==> config.mk <==
export PLATFORM = sky130hd
export DESIGN_NAME = mul_add_seq
export DESIGN_NICKNAME = d
export VERILOG_FILES = /design/src/rtl/mul_pkg.sv /design/src/rtl/mul_add_dp.sv /design/src/rtl/mul_add_seq.sv
export SDC_FILE = /design/constraint.sdc
export NUM_CORES = 1
export LEC_CHECK = 0
export ABC_AREA = 0
export BUFFER_PORTS_ARGS = -buffer_cell sky130_fd_sc_hd__buf_2
export CORE_MARGIN = 3
export CORE_UTILIZATION = 35
export DETAILED_ROUTE_END_ITERATION = 12
export PLACE_DENSITY = 0.62
export SLEW_MARGIN = 25
export SYNTH_ARGS = -nofsm -noshare
export SYNTH_HDL_FRONTEND = slang
export SYNTH_SLANG_ARGS = --single-unit
==> constraint.sdc <==
create_clock -name clk -period 6.54 [get_ports clk]
set_clock_uncertainty 0.2 [all_clocks]
set_input_delay 1.308 -clock clk [delete_from_list [all_inputs] [get_ports clk]]
set_output_delay 1.308 -clock clk [all_outputs]
set_load 0.02 [all_outputs]
==> src/rtl/mul_pkg.sv <==
// mul_pkg: shared state encoding and default width for the shift-and-add multiply-accumulate unit
package mul_pkg;
  localparam int MUL_WIDTH = 8;
  typedef enum logic [1:0] {IDLE, RUN, DONE} state_t;
endpackage

==> src/rtl/mul_add_dp.sv <==
// mul_add_dp: multiplicand/multiplier/accumulator registers and the accumulate adder
module mul_add_dp
  import mul_pkg::*;
#(
  parameter int WIDTH = MUL_WIDTH
) (
  input  logic               clk,
  input  logic               reset,
  input  logic               load,
  input  logic               step,
  input  logic [WIDTH-1:0]   a,
  input  logic [WIDTH-1:0]   b,
  input  logic [WIDTH-1:0]   c,
  output logic [2*WIDTH-1:0] acc_out
);
  logic [2*WIDTH-1:0] mcand, acc;
  logic [WIDTH-1:0]   mplier;
  // acc_out is the post-step sum so the final step can be captured without an extra cycle
  assign acc_out = acc + (mplier[0] ? mcand : '0);
  always_ff @(posedge clk) begin
    if (reset) begin
      mcand  <= '0;
      mplier <= '0;
      acc    <= '0;
    end else if (load) begin
      mcand  <= {{WIDTH{1'b0}}, a};
      mplier <= b;
      acc    <= {{WIDTH{1'b0}}, c};
    end else if (step) begin
      mcand  <= mcand << 1;
      mplier <= mplier >> 1;
      acc    <= acc_out;
    end
  end
endmodule

==> src/rtl/mul_add_seq.sv <==
// mul_add_seq: fixed-latency sequential result = a*b + c with start/busy/done handshake
module mul_add_seq
  import mul_pkg::*;
#(
  parameter int WIDTH = MUL_WIDTH
) (
  input  logic               clk,
  input  logic               reset,
  input  logic               start,
  input  logic [WIDTH-1:0]   a,
  input  logic [WIDTH-1:0]   b,
  input  logic [WIDTH-1:0]   c,
  output logic               busy,
  output logic               done,
  output logic [2*WIDTH-1:0] result
);
  localparam int CW = (WIDTH > 1) ? $clog2(WIDTH) : 1;
  state_t             state;
  logic [CW-1:0]      count;
  logic [2*WIDTH-1:0] acc_out;
  logic               load, step, last;
  assign busy = state == RUN;
  assign done = state == DONE;
  assign load = start && (state == IDLE || state == DONE);
  assign step = busy;
  assign last = count == CW'(WIDTH - 1);
  mul_add_dp #(.WIDTH(WIDTH)) u_dp (
    .clk(clk), .reset(reset), .load(load), .step(step),
    .a(a), .b(b), .c(c), .acc_out(acc_out)
  );
  always_ff @(posedge clk) begin
    if (reset) begin
      state  <= IDLE;
      count  <= '0;
      result <= '0;
    end else begin
      case (state)
        IDLE: begin
          state <= start ? RUN : IDLE;
          count <= '0;
        end
        RUN: begin
          count <= count + 1'b1;
          if (last) begin
            result <= acc_out;
            state  <= DONE;
          end
        end
        default: begin
          state <= start ? RUN : IDLE;
          count <= '0;
        end
      endcase
    end
  end
endmodule

==> key figures, run 1 <==
Run status
  – Outcome: finished, final reports clean

Global routing
  – GR Overflow Total: 0
  – Largest net degree at the start of global routing: 44
  – GRT Util Overall: 0.152
  – Initial antenna violation count: 0
  – Vias in the first global route: 2451
  – First-pass GRT wire length: 11800 µm

Drt
  – DRT Pass-1 Iters: 4
  – Drt total wl: 7100 µm
  – Vias: 2605
  – Vias/cell: 5.22
  – Final antenna-violating net count: 0
  – # DRC: 0
  – Iter 0 DRT Violations: just over 100
  – Wire per inst: 14.2 µm

Die
  – Initial Util: 0.362
  – Die X: about 98 µm
  – Core footprint: 8260 µm²
  – Die area: 9700 µm²
  – Die H: 98.5 µm
  – FP Rows: 33
  – I/O pin cnt: 45

STA
  – Min setup slack post-route: between 3000 and 4000 ps
  – Setup tns final: 0 ps
  – Share of the clock period used by the worst path: 0.479
  – Final Hold Vio Count: 0
  – RSZ-0062 raised after global routing: no
  – Slew Viols, Final: 0
  – Minimum clock period: 3140 ps
  – Worst-Margin Slew: 777 ps
  – Max Freq: 319 MHz
  – Slew HR: 0.480
  – Final setup vio count: 0

Worst setup path
  – WP data required: roughly 6600 ps
  – Crit path kind: primary input to register
  – Worst Setup End Kind: register
  – R2R depth: 9
  – Data arrival time of the critical path: 3160 ps
  – Maximum fanout along the worst path: 13
  – R2R Setup Slk: 3520 ps
  – Reg-to-Reg End: u_dp.acc[10]$_SDFFE_PP0P_
  – Reg2reg start: u_dp.mplier[0]$_SDFFE_PP0P_
  – Worst Setup Start Kind: primary input

Yosys
  – Synthesized area: 2990 µm²
  – Top_reg_cell synth: dfxtp_1
  – Yosys top cell by area: dfxtp_1
  – Number of flops mapped to enable cells by yosys: 0
  – Count leader, synth: dfxtp_1
  – Most instantiated cells after synthesis: 61 x dfxtp_1, 60 x nand2_1, 29 x nor2_1
  – Synth Net Count: 397
  – Ys Warns: 0
  – Largest cells by area after synthesis: dfxtp_1 41%, nand2_1 7.5%, ha_1 7.1%
  – Synth cell types: 44
  – Post-synth top area share: 0.408
  – Post-Syn Instances: 352
  – FFs w/ async S/R, synth: 0
  – Post-synthesis sequential area ratio: 0.408
  – Yosys reg bits: 61
  – Syn Area/Cell: 8.50 µm²

Hold path
  – Tightest Hold Check Type: register to register
  – WHS Endpoint: count[0]$_SDFF_PP0_
  – Depth of the worst hold-timing path: 1
  – Hold_sp: count[0]$_SDFF_PP0_

CTS
  – TritonCTS Buffers: 9
  – CTS resizes: 0
  – Clock slew at the register clock pins of the worst setup and hold paths: 70 ps
  – CTS max path bufs: 2
  – H-tree depth: 3
  – CTS root buf: clkbuf_8
  – Post-CTS Setup Bufs: 0
  – # clock sinks: 61
  – Clk Latency, worst-skew pair: 350 ps
  – Cts hold-fix bufs: 0
  – TritonCTS clock tree: done

Placement
  – DPL Wire Length: 5070 µm
  – Routability-driven placement congestion ratio: 0.889
  – IO buf count: 44
  – Post-Place Setup Slack: 3030 ps

Pwr
  – Lkg Pwr: approximately 0.0015 µW
  – Pwr/cell area: 230 nW/µm²
  – Peak supply drop: 79.9 µV
  – Overall power: 798 µW

Finish
  – Layout cell share with drive strength beyond 1: 0.178
  – Area Overhead vs Synth: 16.0%
  – N_diodes: 0
  – Net count, final: 435

Run
  – MaxCap Viol Count: 0
power breakdown:
group          internal [µW]  switching, µW
Combinational           31.2           52.7
Sequential               386           10.4
Clock                    172            145
cells by family (layout without fill, tap and decap cells):
logic type	count (synthesis)	after routing	share of synthesized area
flops	61	61	0.408
fa+ha+maj	18	18	0.0778
simple gates	139	139	0.216
buf+inv	24	66	0.0314
compound gates	95	95	0.223
xor+xnor	15	15	0.0439
how the worst max path moves through the flow:
stage                     slack [ps]                         from  cells after the start                        end
after CTS                       3410                        start                      6     result[9]$_SDFFE_PP0P_
after global routing            3250                        start                      6    result[13]$_SDFFE_PP0P_
final                           3400                        start                      6     result[9]$_SDFFE_PP0P_
after detailed placement        3030                        start                      6     result[9]$_SDFFE_PP0P_
after global placement          3060                        start                      6     result[7]$_SDFFE_PP0P_
after floorplan                 3850  u_dp.mplier[0]$_SDFFE_PP0P_                     10  u_dp.acc[10]$_SDFFE_PP0P_
flip-flops by register name, indices dropped and copies added, names as in the netlist:
| name | count |
|---|---|
| state | 2 |
| u_dp.acc | 16 |
| result | 16 |
| count | 3 |
| u_dp.mcand | 16 |
| u_dp.mplier | 8 |
per-stage QoR:
| step | hold WS [ps] | utilization | std cells | instance area (µm²) |
|---|---|---|---|---|
| 5_1_grt | 271 | 0.420 | 499 | 3470 |
| 4_1_cts | 228 | 0.420 | 499 | 3470 |
| 6_report | 224 | 0.420 | 499 | 3470 |
| 3_5_place_dp | 215 | 0.399 | 484 | 3290 |
| 3_3_place_gp | 216 | 0.398 | 484 | 3290 |
| 2_1_floorplan | 199 | - | 352 | 2990 |
cell usage in the layout (no fill, tap or decap), drive strengths merged, types with 7 or more instances in the layout:
cell type,count
dfxtp,61
nand2,60
buf,47
nor2,29
a21oi,25
o21ai,18
ha,17
and2,15
o22ai,12
a311oi,11
nor3,10
clkbuf,10
nand3,8
xnor2,8
a22o,8
xor2,7
area by class of cell:
cell class                      instances  area, µm²
Fill cell                             856       4790
Multi-Input combinational cell        267       1680
Sequential cell                        61       1220
Timing Repair Buffer                   47        243
Tap cell                              105        131
Clock buffer                           10        128
Clock inverter                          5       52.6
Inverter                                4       15.0
metal layers:
metal,track usage,vias to the layer above,routed length (µm)
met5,0,-,0
met4,0.0819,0,161
met3,0.0361,12,379
met2,0.221,65,3100
met1,0.207,1199,3460
li1,-,1329,-
worst max-delay path: stages:
cell	delay, ps
buf_2	100
nor2b_1	620
nor2_1	390
and3_1	410
inv_1	200
o21ai_0	120
Power figures use the tool's default switching activity.
==> inputs of run 2 (changes only) <==
--- a/config.mk
+++ b/config.mk
@@ -5,12 +5,12 @@
 export SDC_FILE = /design/constraint.sdc
 export NUM_CORES = 1
 export LEC_CHECK = 0
-export ABC_AREA = 0
+export ABC_AREA = 1
 export BUFFER_PORTS_ARGS = -buffer_cell sky130_fd_sc_hd__buf_2
 export CORE_MARGIN = 3
 export CORE_UTILIZATION = 35
 export DETAILED_ROUTE_END_ITERATION = 12
-export PLACE_DENSITY = 0.62
+export PLACE_DENSITY = 0.64
 export SLEW_MARGIN = 25
 export SYNTH_ARGS = -nofsm -noshare
 export SYNTH_HDL_FRONTEND = slang
==> constraint.sdc (replaced) <==
create_clock -name clk -period 2.6 [get_ports clk]
set_clock_uncertainty 0.2 [all_clocks]
set_input_delay 0.52 -clock clk [delete_from_list [all_inputs] [get_ports clk]]
set_output_delay 0.52 -clock clk [all_outputs]
set_load 0.02 [all_outputs]
==> run 2 against run 1 <==
Effect of this change: global-route usage about the same; largest cell class unchanged; total power increased to 2.6 times the previous value; combinational power increased to 3.2 times the previous value; count of clock-buffer cells in the layout decreased by 1; highest routed layer unchanged; largest power group unchanged; final cell count increased by 38%; die area increased by 12%.
==> key figures, run 2 <==
Run status
  – Outcome: finished, final reports clean

Worst setup path
  – Slowest stage delay, CP: 420 ps (-200 ps)
  – Crit path kind: register to register
  – CP bufs+invs: 1 (-1)
  – Worst Setup Start Kind: register
  – R2R Setup Slk: 340 ps (-3180 ps)
  – WP data required: 2620 ps (-3950 ps)
  – Most used cell, CP: nand2_1
  – Worst Setup End Kind: register
  – Ordered cell list for the critical path: nand2_1 > inv_1 > ha_1 > fa_1 > nand3_1 > nand2_1 > nand2_1 > nand2_1 > or2_2 > nand3_1 > a21oi_1
  – Data arrival time of the critical path: 2280 ps (-880 ps)
  – CP delay by family, top: simple AND/OR/NAND/NOR gates
  – Maximum fanout along the worst path: 17 (+4)
  – Slowest CP cell: dfxtp_2

Die
  – Die H: 104 µm (+5.9%)
  – Initial Util: 0.363 (about the same)
  – I/O pin cnt: 45 (unchanged)
  – Die X: 104 µm (+5.9%)
  – FP Rows: 35 (+6.1%)
  – Die area: 10900 µm² (+12%)
  – Core footprint: 9330 µm² (+13%)

STA
  – RSZ-0062 raised after global routing: no
  – Worst-Margin Slew: 515 ps (-262 ps)
  – Slew Viols, Final: 0 (unchanged)
  – Final setup vio count: 0 (unchanged)
  – Share of the clock period used by the worst path: 0.870
  – Hold_ws: 229 ps (+4.70 ps)
  – Minimum clock period: between 2000 and 2500 ps
  – Slew HR: 0.657 (+0.176)
  – Final Hold Vio Count: 0 (unchanged)
  – Max Freq: 442 MHz
  – Setup tns final: 0 ps (unchanged)

Yosys
  – Synth Net Count: 558 (+41%)
  – Ys Warns: 0 (unchanged)
  – Synth cell types: 32 (-27%)
  – Yosys top cell by area: dfxtp_1
  – Post-Syn Instances: 513 (+46%)
  – Count leader, synth: nand2_1
  – Largest cells by area after synthesis: dfxtp_1 36%, nand2_1 19%, inv_1 9.0%
  – Syn Area/Cell: 6.60 µm² (-22%)
  – Number of flops mapped to enable cells by yosys: 0 (unchanged)
  – Synthesized area: 3380 µm² (+13%)
  – Post-synthesis sequential area ratio: 0.361 (-0.0471)
  – Top_reg_cell synth: dfxtp_1
  – Most instantiated cells after synthesis: 168 x nand2_1, 81 x inv_1, 61 x dfxtp_1
  – FFs w/ async S/R, synth: 0 (unchanged)
  – Yosys reg bits: 61 (unchanged)
  – Post-synth top area share: 0.361 (-0.0471)

CTS
  – Clk Latency, worst-skew pair: 340 ps (about the same)
  – Post-CTS Setup Bufs: 0 (unchanged)
  – H-tree depth: 3 (unchanged)
  – CTS root buf: clkbuf_8
  – Cts hold-fix bufs: 0 (unchanged)
  – TritonCTS Buffers: 9 (unchanged)
  – CTS max path bufs: 2 (unchanged)
  – # clock sinks: 61 (unchanged)
  – TritonCTS clock tree: done
  – Clock slew at the register clock pins of the worst setup and hold paths: 80 ps (about the same)

Finish
  – Net count, final: 601 (+38%)
  – Area Overhead vs Synth: 15.5%
  – Top Registers: result (16), u_dp.acc (16), u_dp.mcand (16)
  – Layout cell share with drive strength beyond 1: 0.139 (-0.0386)
  – N_diodes: 0 (unchanged)
  – Layout Cells excl Fill: 690 (+38%)
  – Finished Core Util: 0.419 (-0.00154)
  – Commonest non-fill, non-tap cells in the layout: 168 x nand2_1, 81 x inv_1, 60 x dfxtp_1, 44 x buf_2, 40 x nor2_1
  – Commonest non-fill, non-tap cell in the layout: nand2_1

Drt
  – DRT Pass-1 Iters: 4 (unchanged)
  – Final antenna-violating net count: 0 (unchanged)
  – # DRC: 0 (unchanged)
  – Iter 0 DRT Violations: 133 (+30%)
  – Vias/cell: 4.64 (-11%)
  – Vias: 3199 (+23%)
  – Drt total wl: 7830 µm (+10%)
  – Wire per inst: 11.3 µm (-20%)

Global routing
  – First-pass GRT wire length: 13800 µm (+17%)
  – Initial antenna violation count: 0 (unchanged)
  – Vias in the first global route: 3051 (+24%)
  – Largest net degree at the start of global routing: 42 (-4.5%)
  – GR Overflow Total: 0 (unchanged)
  – GRT Util Overall: 0.151 (-0.000310)

Placement
  – IO buf count: 44 (unchanged)
  – DPL Wire Length: 5930 µm (+17%)
  – Routability-driven placement congestion ratio: 0.857 (-3.6%)
  – Placed instance count: 674 (+39%)

Pwr
  – Peak supply drop: 226 µV (+180%)
  – Overall power: 2110 µW (+160%)
  – Lkg Pwr: 0.00215 µW (+45%)
  – Pwr/cell area: 541 nW/µm² (+140%)

Run
  – MaxCap Viol Count: 0 (unchanged)

Hold path
  – Tightest Hold Check Type: primary input to register
-- run 2: cell type report --
type	count	area, µm²
fillers	1011	5420
multi-input cells	350	1750
flip-flops and latches	61	1220
inverters	85	319
repair buffers	49	258
well taps	129	161
clock buffers	9	124
clock inverters	7	75.1
-- run 2: per-layer routing --
metal | vias up | global-route usage | share of wire
met3 | 12 | 0.0335 | 0.045
met5 | - | 0 | 0
met2 | 67 | 0.237 | 0.44
li1 | 1696 | - | -
met1 | 1424 | 0.204 | 0.50
met4 | 0 | 0.0551 | 0.016
-- run 2: per-stage QoR --
step | setup WS, ps | cell area, µm²
after floorplan | 238 | 3380
after global placement | 282 | 3710
after detailed placement | 211 | 3710
after CTS | 213 | 3910
after global routing | 164 | 3910
final | 339 | 3910
-- run 2: logic make-up after synthesis --
logic type,count (synthesis),synth area share
DFF,61,0.361
and+or+nand+nor,245,0.299
AOI/OAI and AO/OA,82,0.136
adders and majority gates,18,0.0688
buffers and inverters,102,0.122
xor gates and xnor gates,5,0.0129
-- run 2: worst register-to-register path: cells and delay by family (launching register included) --
family | cells | cell delay [ps]
simple gates | 7 | 810
flops | 1 | 420
fa+ha+maj | 2 | 610
buf+inv | 1 | 40
compound gates | 1 | 60
-- run 2: where the power goes --
part	internal [µW]	switching, µW	total, µW
Sequential	977	29.8	1010
Clock	445	395	840
Combinational	99.3	167	266
Total	1520	591	2110
-- run 2: repair_timing --
action | in CTS | in global routing
setup endpoints to repair | 0 | 10
endpoints found under the hold margin | 0 | 0
gates resized for setup | 0 | 1
-- run 2: path summary, 6_finish.rpt --
path                            end  depth (start not counted)                         from
max reg2reg  result[8]$_SDFFE_PP0P_                         11  u_dp.mplier[0]$_SDFFE_PP0P_
max          result[8]$_SDFFE_PP0P_                         11  u_dp.mplier[0]$_SDFFE_PP0P_
min           state[0]$_SDFFE_PP0P_                          3                        start
min reg2reg     count[0]$_SDFF_PP0_                          1          count[0]$_SDFF_PP0_
==> inputs of run 3 (changes only) <==
==> constraint.sdc (replaced) <==
create_clock -name clk -period 2.6 [get_ports clk]
set_clock_uncertainty 0.2 [all_clocks]
set_input_delay 0.52 -clock clk [delete_from_list [all_inputs] [get_ports clk]]
set_output_delay 0.52 -clock clk [all_outputs]
set_load 0.1 [all_outputs]
==> run 3 against run 2 <==
Effect of this change: sequential power barely moved; sequential share of layout area fell by 0.070 points; critical path depth unchanged; largest cell class unchanged; largest power group unchanged.
==> key figures, run 3 (same netlist as run 2, synthesis figures left out) <==
Run status
  – Outcome: finished, final reports clean

STA
  – Slew HR: 0.672 (+0.0154)
  – Final Hold Vio Count: 0 (unchanged)
  – Share of the clock period used by the worst path: 0.867 (-0.00273)
  – Final setup vio count: 0 (unchanged)
  – RSZ-0062 raised after global routing: no
  – Worst-Margin Slew: 495 ps (-19.0 ps)
  – Slew Viols, Final: 0 (unchanged)
  – Minimum clock period: 2250 ps (-7.09 ps)
  – Max Freq: 444 MHz (+0.31%)
  – Hold_ws: 225 ps (-3.88 ps)
  – Setup tns final: 0 ps (unchanged)
  – Min setup slack post-route: 346 ps (+7.09 ps)

Pwr
  – NetSw: 615 µW (+4.0%)
  – Logic gate share of total power: 0.135 (+0.009)
  – Overall power: 2070 µW (-2.0%)
  – Lkg Pwr: 0.00215 µW (about the same)
  – Pwr/cell area: 529 nW/µm² (-2.2%)
  – Cell internal pwr: 1460 µW (-4.3%)
  – Clk pwr share: 0.379 (-0.018)
  – Peak supply drop: 233 µV (+3.3%)
  – Sw Share: 0.297 (+0.0170)
  – Sequential share of power: 0.487 (+0.010)

Drt
  – Vias/cell: 4.58 (-1.1%)
  – Wire per inst: 11.6 µm (+2.1%)
  – Iter 0 DRT Violations: 157 (+18%)
  – Drt total wl: 8000 µm (+2.2%)
  – DRT Pass-1 Iters: 5 (+1)
  – Final antenna-violating net count: 0 (unchanged)
  – Vias: 3167 (-1.0%)
  – # DRC: 0 (unchanged)

CTS
  – TritonCTS clock tree: done
  – Clock slew at the register clock pins of the worst setup and hold paths: 70 ps (about the same)
  – CTS max path bufs: 2 (unchanged)
  – H-tree depth: 3 (unchanged)
  – Clk Latency, worst-skew pair: 350 ps (about the same)
  – # clock sinks: 61 (unchanged)
  – CTS root buf: clkbuf_8
  – TritonCTS Buffers: 9 (unchanged)

Die
  – Die H: 104 µm (unchanged)
  – FP Rows: 35 (unchanged)
  – I/O pin cnt: 45 (unchanged)
  – Core footprint: 9330 µm² (unchanged)
  – Die X: 104 µm (unchanged)
  – Die area: 10900 µm² (unchanged)
  – Initial Util: 0.363 (unchanged)

Finish
  – Commonest non-fill, non-tap cells in the layout: 168 x nand2_1, 81 x inv_1, 60 x dfxtp_1, 43 x buf_2, 40 x nor2_1
  – Area Overhead vs Synth: 15.8%
  – Commonest non-fill, non-tap cell in the layout: nand2_1
  – Top Registers: result (16), u_dp.acc (16), u_dp.mcand (16)
  – Layout Cells excl Fill: 691 (+0.14%)
  – N_diodes: 0 (unchanged)
  – Fillers: 988 (-2.3%)
  – Layout cell share with drive strength beyond 1: 0.141 (+0.00153)
  – Net count, final: 602 (+0.17%)

Global routing
  – Vias in the first global route: 2890 (-5.3%)
  – First-pass GRT wire length: 13300 µm (-3.5%)
  – GRT Util Overall: 0.149 (-0.00211)
  – Initial antenna violation count: 0 (unchanged)
  – GR Overflow Total: 0 (unchanged)
  – Largest net degree at the start of global routing: 42 (unchanged)

Worst setup path
  – Worst Setup End Kind: register
  – Data arrival time of the critical path: 2290 ps (about the same)
  – WP data required: 2630 ps (about the same)
  – Maximum fanout along the worst path: 17 (unchanged)
  – Crit path kind: register to register
  – Worst Setup Start Kind: register

Placement
  – DPL Wire Length: 5930 µm (about the same)
  – Placed instance count: 675 (+0.15%)
  – IO buf count: 44 (unchanged)
  – Routability-driven placement congestion ratio: 0.863 (+0.71%)
  – Post-Place Setup Slack: 202 ps (-9.24 ps)

Hold path
  – Tightest Hold Check Type: primary input to register

Run
  – MaxCap Viol Count: 0 (unchanged)
-- run 3: power by group through the flow --
stage,combinational (µW),clock [µW],sequential (µW)
2_1_floorplan,214,0,1020
3_3_place_gp,274,0,1030
3_5_place_dp,279,0,1030
4_1_cts,280,802,1010
5_1_grt,319,848,1010
6_report,279,784,1010
-- run 3: critical path: stages, from the launching register on --
cell and delay (ps):
dfxtp_2 420, nand2_1 90, inv_1 40, ha_1 190, fa_1 420, nand3_1 110, nand2_1 80, nand2_1 60
nand2_1 100, or2_2 300, nand3_1 70, a21oi_1 50
-- run 3: what timing repair did --
item / in CTS / in global routing
endpoints found under the setup margin: 0 / 4
gates resized for setup: 0 / 1
hold endpoints to repair: 0 / 0
setup buffers: 0 / 0
hold buffers: 0 / 0
-- run 3: worst paths after layout --
path,start,end,slack [ps],cells past startpoint
setup / recovery,u_dp.mplier[0]$_SDFFE_PP0P_,result[8]$_SDFFE_PP0P_,350,11
hold / removal,start,state[0]$_SDFFE_PP0P_,230,3
setup reg to reg,u_dp.mplier[0]$_SDFFE_PP0P_,result[8]$_SDFFE_PP0P_,350,11
hold reg to reg,count[0]$_SDFF_PP0_,count[0]$_SDFF_PP0_,230,1
-- run 3: area by class of cell --
type	instances	area [µm²]	share of cell area
clock buffers	10	138	0.0351
clock inverters	6	47.5	0.0121
inverters	85	319	0.0815
multi-input cells	350	1750	0.446
flip-flops and latches	61	1220	0.312
well taps	129	161	0.0412
repair buffers	50	280	0.0716
-- run 3: per-stage QoR --
step / area, µm² / util
final: 3920 / 0.420
after global routing: 3920 / 0.420
after CTS: 3920 / 0.420
after detailed placement: 3730 / 0.400
after global placement: 3730 / 0.400
after floorplan: 3380 / -
-- run 3: per-layer routing --
metal,share of wire,track usage
met1,0.50,0.213
met5,0,0
met2,0.42,0.214
met4,0.016,0.0579
met3,0.059,0.0372
